===== src/rtl/store_align_unit_pkg.sv =====
// Shared types and helpers for the store alignment path: store sizes,
// controller states and the funct3-to-byte-count mapping.
package store_align_unit_pkg;

    typedef enum logic [2:0] {
        SB = 3'b000,
        SH = 3'b001,
        SW = 3'b010,
        SD = 3'b011
    } store_size_e;

    typedef enum logic [1:0] {
        IDLE  = 2'd0,
        BEAT0 = 2'd1,
        BEAT1 = 2'd2,
        FLAG  = 2'd3
    } store_state_e;

    typedef struct packed {
        logic [7:0] b3;
        logic [7:0] b2;
        logic [7:0] b1;
        logic [7:0] b0;
    } word_st;

    // Zero means "no legal size"; callers also reject sizes wider than the bus.
    function automatic int bytes_of(input logic [2:0] funct3);
        case (funct3)
            SB:      return 1;
            SH:      return 2;
            SW:      return 4;
            SD:      return 8;
            default: return 0;
        endcase
    endfunction

endpackage


===== src/rtl/store_align_unit_if.sv =====
// Request and data-bus signals of the store alignment unit, bundled with
// a unit-side (slave) and environment-side (master) view.
interface store_align_unit_if #(
    parameter int XLEN = 32
);
    localparam int NB = XLEN / 8;

    // Handshake: a request or bus beat transfers on a rising clock edge where
    // valid and ready are both high; once raised, valid and its payload hold
    // steady until that edge.
    logic            req_valid_i;
    logic            req_ready_o;
    logic [XLEN-1:0] addr_i;
    logic [XLEN-1:0] write_data_i;
    logic [2:0]      funct3_i;
    logic            bus_valid_o;
    logic            bus_ready_i;
    logic [XLEN-1:0] bus_addr_o;
    logic [XLEN-1:0] bus_wdata_o;
    logic [NB-1:0]   bus_be_o;
    logic            done_o;
    logic            misaligned_o;
    logic            illegal_o;

    modport slave (
        input  req_valid_i, addr_i, write_data_i, funct3_i, bus_ready_i,
        output req_ready_o, bus_valid_o, bus_addr_o, bus_wdata_o, bus_be_o,
        output done_o, misaligned_o, illegal_o
    );

    modport master (
        output req_valid_i, addr_i, write_data_i, funct3_i, bus_ready_i,
        input  req_ready_o, bus_valid_o, bus_addr_o, bus_wdata_o, bus_be_o,
        input  done_o, misaligned_o, illegal_o
    );

endinterface


===== src/rtl/store_align_unit_lane_shift.sv =====
// Combinational sizing and lane placement of one store across a two-word
// window; the upper word is only populated when the store crosses a boundary.
module store_lane_shift
    import store_align_unit_pkg::*;
#(
    parameter int XLEN = 32
) (
    input  logic [XLEN-1:0]            data,
    input  logic [2:0]                 funct3,
    input  logic [$clog2(XLEN/8)-1:0]  off,
    output logic [2*XLEN-1:0]          wide_data,
    output logic [2*(XLEN/8)-1:0]      wide_be,
    output logic                       crossing,
    output logic                       illegal
);
    localparam int NB = XLEN / 8;

    int              nbytes;
    logic [NB-1:0]   lane_en;
    logic [XLEN-1:0] mask;

    assign nbytes  = bytes_of(funct3);
    assign illegal = (nbytes == 0) || (nbytes > NB);

    // Shifting all-ones left by the size leaves zeros in the active low lanes;
    // a full-width shift yields zero, so the inverse is all-ones as needed.
    assign lane_en = illegal ? '0 : ~({NB{1'b1}} << nbytes);
    assign mask    = illegal ? '0 : ~({XLEN{1'b1}} << (8 * nbytes));

    assign wide_data = {{XLEN{1'b0}}, data & mask} << {off, 3'b000};
    assign wide_be   = {{NB{1'b0}}, lane_en} << off;
    assign crossing  = |wide_be[2*NB-1:NB];

endmodule


===== src/rtl/store_align_unit.sv =====
// Store-path controller: accepts a store, issues one or two lane-placed bus
// beats, or flags the store as misaligned/illegal for a single cycle.
module store_align_unit
    import store_align_unit_pkg::*;
#(
    parameter int XLEN               = 32,
    parameter bit SUPPORT_MISALIGNED = 1'b1
) (
    input  logic           clk_i,
    input  logic           rst_i,
    store_align_unit_if.slave sif,
    output store_state_e   state_o
);
    localparam int NB   = XLEN / 8;
    localparam int OFFW = $clog2(NB);

    store_state_e      state_q, state_d;
    logic [XLEN-1:0]   addr_q;
    logic [2*XLEN-1:0] wide_data_q, wide_data_d;
    logic [2*NB-1:0]   wide_be_q, wide_be_d;
    logic              crossing_q, crossing_d;
    logic              illegal_q, illegal_d;
    logic [XLEN-1:0]   aligned_addr;
    logic              accept;

    store_lane_shift #(.XLEN(XLEN)) u_lane_shift (
        .data      (sif.write_data_i),
        .funct3    (sif.funct3_i),
        .off       (sif.addr_i[OFFW-1:0]),
        .wide_data (wide_data_d),
        .wide_be   (wide_be_d),
        .crossing  (crossing_d),
        .illegal   (illegal_d)
    );

    assign accept       = (state_q == IDLE) && sif.req_valid_i;
    assign aligned_addr = {addr_q[XLEN-1:OFFW], {OFFW{1'b0}}};
    assign state_o      = state_q;

    // The request is kept in lane-placed form so both beats come straight
    // from registers with no dependence on the live request inputs.
    always_ff @(posedge clk_i) begin
        if (rst_i) begin
            state_q     <= IDLE;
            addr_q      <= '0;
            wide_data_q <= '0;
            wide_be_q   <= '0;
            crossing_q  <= 1'b0;
            illegal_q   <= 1'b0;
        end else begin
            state_q <= state_d;
            if (accept) begin
                addr_q      <= sif.addr_i;
                wide_data_q <= wide_data_d;
                wide_be_q   <= wide_be_d;
                crossing_q  <= crossing_d;
                illegal_q   <= illegal_d;
            end
        end
    end

    always_comb begin
        state_d          = state_q;
        sif.req_ready_o  = 1'b0;
        sif.bus_valid_o  = 1'b0;
        sif.bus_addr_o   = '0;
        sif.bus_wdata_o  = '0;
        sif.bus_be_o     = '0;
        sif.done_o       = 1'b0;
        sif.misaligned_o = 1'b0;
        sif.illegal_o    = 1'b0;
        case (state_q)
            IDLE: begin
                sif.req_ready_o = 1'b1;
                if (sif.req_valid_i) begin
                    if (illegal_d || (crossing_d && !SUPPORT_MISALIGNED)) state_d = FLAG;
                    else                                                  state_d = BEAT0;
                end
            end
            BEAT0: begin
                sif.bus_valid_o = 1'b1;
                sif.bus_addr_o  = aligned_addr;
                sif.bus_wdata_o = wide_data_q[XLEN-1:0];
                sif.bus_be_o    = wide_be_q[NB-1:0];
                if (sif.bus_ready_i) begin
                    if (crossing_q) begin
                        state_d = BEAT1;
                    end else begin
                        sif.done_o = !rst_i;
                        state_d    = IDLE;
                    end
                end
            end
            BEAT1: begin
                sif.bus_valid_o = 1'b1;
                sif.bus_addr_o  = aligned_addr + XLEN'(NB);
                sif.bus_wdata_o = wide_data_q[2*XLEN-1:XLEN];
                sif.bus_be_o    = wide_be_q[2*NB-1:NB];
                if (sif.bus_ready_i) begin
                    sif.done_o = !rst_i;
                    state_d    = IDLE;
                end
            end
            FLAG: begin
                sif.illegal_o    = illegal_q;
                sif.misaligned_o = !illegal_q;
                state_d          = IDLE;
            end
            default: state_d = IDLE;
        endcase
    end

endmodule


===== src/flat_wrapper.sv =====
// flat-port wrapper written by rule: the top's interface ports become plain ports
module store_align_unit_flat import store_align_unit_pkg::*;
#(
    parameter int XLEN               = 32,
    parameter bit SUPPORT_MISALIGNED = 1'b1
)
  (clk_i, rst_i, state_o, sif_req_valid_i, sif_addr_i, sif_write_data_i, sif_funct3_i, sif_bus_ready_i, sif_req_ready_o, sif_bus_valid_o, sif_bus_addr_o, sif_bus_wdata_o, sif_bus_be_o, sif_done_o, sif_misaligned_o, sif_illegal_o);
  store_align_unit_if #(.XLEN(XLEN)) sif_i ();
  input  logic clk_i;
  input  logic rst_i;
  output store_state_e state_o;
  input wire logic [$bits(sif_i.req_valid_i)-1:0] sif_req_valid_i;
  input wire logic [$bits(sif_i.addr_i)-1:0] sif_addr_i;
  input wire logic [$bits(sif_i.write_data_i)-1:0] sif_write_data_i;
  input wire logic [$bits(sif_i.funct3_i)-1:0] sif_funct3_i;
  input wire logic [$bits(sif_i.bus_ready_i)-1:0] sif_bus_ready_i;
  output wire logic [$bits(sif_i.req_ready_o)-1:0] sif_req_ready_o;
  output wire logic [$bits(sif_i.bus_valid_o)-1:0] sif_bus_valid_o;
  output wire logic [$bits(sif_i.bus_addr_o)-1:0] sif_bus_addr_o;
  output wire logic [$bits(sif_i.bus_wdata_o)-1:0] sif_bus_wdata_o;
  output wire logic [$bits(sif_i.bus_be_o)-1:0] sif_bus_be_o;
  output wire logic [$bits(sif_i.done_o)-1:0] sif_done_o;
  output wire logic [$bits(sif_i.misaligned_o)-1:0] sif_misaligned_o;
  output wire logic [$bits(sif_i.illegal_o)-1:0] sif_illegal_o;
  assign sif_i.req_valid_i = sif_req_valid_i;
  assign sif_i.addr_i = sif_addr_i;
  assign sif_i.write_data_i = sif_write_data_i;
  assign sif_i.funct3_i = sif_funct3_i;
  assign sif_i.bus_ready_i = sif_bus_ready_i;
  assign sif_req_ready_o = sif_i.req_ready_o;
  assign sif_bus_valid_o = sif_i.bus_valid_o;
  assign sif_bus_addr_o = sif_i.bus_addr_o;
  assign sif_bus_wdata_o = sif_i.bus_wdata_o;
  assign sif_bus_be_o = sif_i.bus_be_o;
  assign sif_done_o = sif_i.done_o;
  assign sif_misaligned_o = sif_i.misaligned_o;
  assign sif_illegal_o = sif_i.illegal_o;
  store_align_unit #(.XLEN(XLEN), .SUPPORT_MISALIGNED(SUPPORT_MISALIGNED)) u_core (.clk_i(clk_i), .rst_i(rst_i), .sif(sif_i), .state_o(state_o));
endmodule

===== config.mk =====
export PLATFORM = sky130hd
export DESIGN_NAME = store_align_unit_flat
export DESIGN_NICKNAME = d
export VERILOG_FILES = /design/src/rtl/store_align_unit_pkg.sv /design/src/rtl/store_align_unit_if.sv /design/src/rtl/store_align_unit_lane_shift.sv /design/src/rtl/store_align_unit.sv /design/src/flat_wrapper.sv
export SDC_FILE = /design/constraint.sdc
export NUM_CORES = 1
export LEC_CHECK = 0
export CAP_MARGIN = 20
export CORE_MARGIN = 5
export CORE_UTILIZATION = 40
export DETAILED_ROUTE_END_ITERATION = 8
export GPL_TIMING_DRIVEN = 0
export PLACE_DENSITY = 0.65
export REMOVE_ABC_BUFFERS = 1
export SLEW_MARGIN = 20
export SYNTH_ARGS = -nofsm -noshare
export SYNTH_HDL_FRONTEND = slang
export SYNTH_HIERARCHICAL = 1
export SYNTH_SLANG_ARGS = --single-unit

===== constraint.sdc =====
create_clock -name clk_i -period 1.9 [get_ports clk_i]
set_input_delay 0.38 -clock clk_i [delete_from_list [all_inputs] [get_ports clk_i]]
set_output_delay 0.38 -clock clk_i [all_outputs]
set_load 0.03 [all_outputs]

==> results.json <==
{
  "internal_power_w": 0.00514,
  "multi_input_area_mm2": 0.00455,
  "cts.path.max_buffers": 2,
  "die_h_um": 136,
  "synth_top_family_by_area": "simple AND/OR/NAND/NOR gates",
  "p_clk_frac": 0.231,
  "fill_cells": 1375,
  "hp-class": "in2reg",
  "p_sw_frac": 0.378,
  "antenna_cells": 0,
  "place_hpwl_um": 13000,
  "synth_cell_types": 63,
  "p_switching_w": 0.00313,
  "overflow": 0,
  "synth-compound-area-share": 0.238,
  "synthMuxAreaShare": 0.0284,
  "syn_avg_cell_area_um2": 7.15,
  "max_stage_delay_ps": 370,
  "post-synth-top-area-fraction": 0.332,
  "slowest_stage": "dfxtp_4",
  "final_util": 0.636,
  "synth-xor-area-share": 0,
  "grt_pass1_vias": 6752,
  "drt_pass1_iterations": 5,
  "status": "complete, but fails checks",
  "violations": "setup timing",
  "netlist_area_mm2": 0.00639,
  "hp-start": "rst_i",
  "synth_area_leader_cell": "dfxtp_1",
  "yosys_most_used_dff": "dfxtp_1",
  "io_buffers": 143,
  "clk_latency_ps": 360,
  "worst_slew_pin_slew_ps": 647,
  "fp.dieW_um": 136,
  "cp-end-kind": "output pin",
  "criticalPathCategory": "reg2out",
  "ys_top_cells_by_area": "dfxtp_1 33%, nand2_1 14%, a21oi_1 9.5%, a22oi_1 5.3%, nor2b_1 4.9%",
  "ff_latch_area_mm2": 0.00219,
  "yosys.area_share.simple": 0.322,
  "core_mm2": 0.0158,
  "p_leak_nw": 3.84,
  "drt-initial-drc-count": 670,
  "drv_slew": 0,
  "wl_per_cell_um": 20.1,
  "cp_max_fo": 4,
  "ctsRootBufferMaster": "clkbuf_16",
  "grt_pass1_wl_um": 36700,
  "start_kind": "flip-flop",
  "drive_above_1_share": 0.317,
  "nNetsFinal": 1161,
  "route.detailed.drc": 0,
  "synthAdderAreaFrac": 0.00978,
  "ant_nets": 0,
  "required_ps": 1520,
  "layout_common_cells": "226 x nand2_1, 115 x a21oi_1, 88 x buf_4, 82 x dfxtp_1, 64 x clkdlybuf4s50_1",
  "crit_chain": "nand4_4 -> buf_6 -> nor3_4 -> buf_6 -> buf_6 -> a41oi_1 -> nor3b_1 -> buf_4",
  "antenna_found_initial": 1,
  "fin_crit_sh": 1.34,
  "crit_start": "u_core/addr_q[10]",
  "initial_core_util": 0.406,
  "rsz0062_at_grt": "yes",
  "ys_ff_latch": 106,
  "final_common_cell": "nand2_1",
  "dp_worst_setup_slack_ps": -1650,
  "layout_setup_ws_ps": -653,
  "vdd_drop_max_mv": 0.646,
  "synth-async-reset-ratio": 0,
  "p_comb_frac": 0.461,
  "cts_buffers": 9,
  "clock-sinks": 106,
  "cap_violations": 0,
  "p_seq_frac": 0.308,
  "hold_buffers": 0,
  "place_congestion": 0.840,
  "htreeDepth": 3,
  "synth_edf_count": 0,
  "wirelength_um": 26200,
  "vias_per_cell": 5.65,
  "finalSetupViolations": 68,
  "cpMostUsedCell": "buf_6",
  "track_usage": 0.254,
  "vias": 7378,
  "clk_pin_slew_ps": 80,
  "max-slew-margin-rel": 0.569,
  "ys_seq_area_frac": 0.332,
  "row_count": 46,
  "tritoncts": "yes",
  "die-area_mm2": 0.0186,
  "syn-instance-count": 895,
  "post_layout_nonfiller_instances": 1306,
  "fmax_mhz": 392,
  "r2r-start": "u_core/state_o[1]",
  "finalSetupTns_ps": -27980,
  "yosysWarnings": 6,
  "min_period_ps": 2550,
  "hold_violations": 0,
  "crit_arrival_ps": 2170,
  "dp_cells": 1186,
  "powerDensity_mw_per_mm2": 824,
  "syn2layout_area_growth_pct": 57.0,
  "fin_skew_ps": 8.81,
  "io_pins": 146,
  "grt_max_degree": 72
}
[metrics by stage]
step | total power, W | cell area (um2) | hold WS, ps
4_1_cts | 0.00782 | 9550 | 448
2_1_floorplan | 0.00372 | 6040 | 430
3_3_place_gp | 0.00457 | 7740 | 441
5_1_grt | 0.00857 | 10000 | 468
3_5_place_dp | 0.00469 | 7910 | 447
6_report | 0.00827 | 10000 | 449
[metal layers]
| layer | GRT usage | vias up | part of all wire |
|---|---|---|---|
| met2 | 0.430 | 360 | 0.49 |
| met5 | 0 | - | 0.00050 |
| met4 | 0.0840 | 2 | 0.030 |
| met1 | 0.318 | 3476 | 0.41 |
| li1 | - | 3461 | - |
| met3 | 0.0596 | 79 | 0.075 |
[registers in the layout (all words and copies together), names as in the netlist]
register,flops
u_core/wide_data_q,64
u_core/addr_q,30
u_core/crossing_q,1
u_core/wide_be_q,8
u_core/state_o,2
u_core/illegal_q,1
[final timing paths]
kind                            end  slack (ps)  cells after the start
max              sif_bus_addr_o[13]        -650                      8
min reg2reg   u_core/wide_data_q[7]         460                      2
min          u_core/wide_data_q[13]         450                      2
max reg2reg        u_core/addr_q[6]         150                      6
[layout make-up]
type	instances	share of cell area
clock buffer	11	0.0252
clock inverter	5	0.00424
inverter	13	0.00573
multi-input combinational	706	0.453
sequential	106	0.218
tap	216	0.0269
timing repair buffer	249	0.267
[cells in the mapped netlist (all sizes together), types with 4 or more instances]
| cell | n |
|---|---|
| nand4 | 12 |
| dfxtp | 106 |
| nor2 | 46 |
| buf | 32 |
| a221o | 16 |
| nand3 | 11 |
| and4 | 4 |
| clkbuf | 51 |
| mux2i | 17 |
| a41oi | 4 |
| o22ai | 9 |
| o21ai | 26 |
| a31oi | 6 |
| inv | 13 |
| a21oi | 123 |
| nor2b | 50 |
| and2 | 26 |
| nand2 | 234 |
| ha | 5 |
| nor3 | 9 |
| a22oi | 45 |
| and3 | 5 |
[what timing repair did]
| item | 4_1_cts | 5_1_grt |
|---|---|---|
| endpoints found under the setup margin | 153 | 115 |
| buffers inserted | 73 | 28 |
| gates resized for setup | 650 | 90 |
| pin swaps | 44 | 36 |
| cloned | 6 | 5 |
[cells by family after synthesis]
kind of cell / count (synthesis)
buf+inv: 96
fa+ha+maj: 5
flops: 106
mux: 18
simple gates: 421
compound gates: 247
other cells: 2
[critical path: cells and delay by family, from the launching register on]
| family | cells | cell delay, ps |
|---|---|---|
| buf+inv | 4 | 670 |
| compound gates | 1 | 130 |
| flops | 1 | 370 |
| simple gates | 3 | 650 |
[power by group through the flow]
stage               combinational, W  clock [W]  sequential [W]
floorplan                    0.00118          0         0.00254
global placement             0.00202          0         0.00256
detailed placement           0.00213          0         0.00256
CTS                          0.00336    0.00194         0.00253
global route                 0.00399    0.00202         0.00256
finish                       0.00381    0.00191         0.00255
No activity file was read; power rests on OpenSTA's default activity.
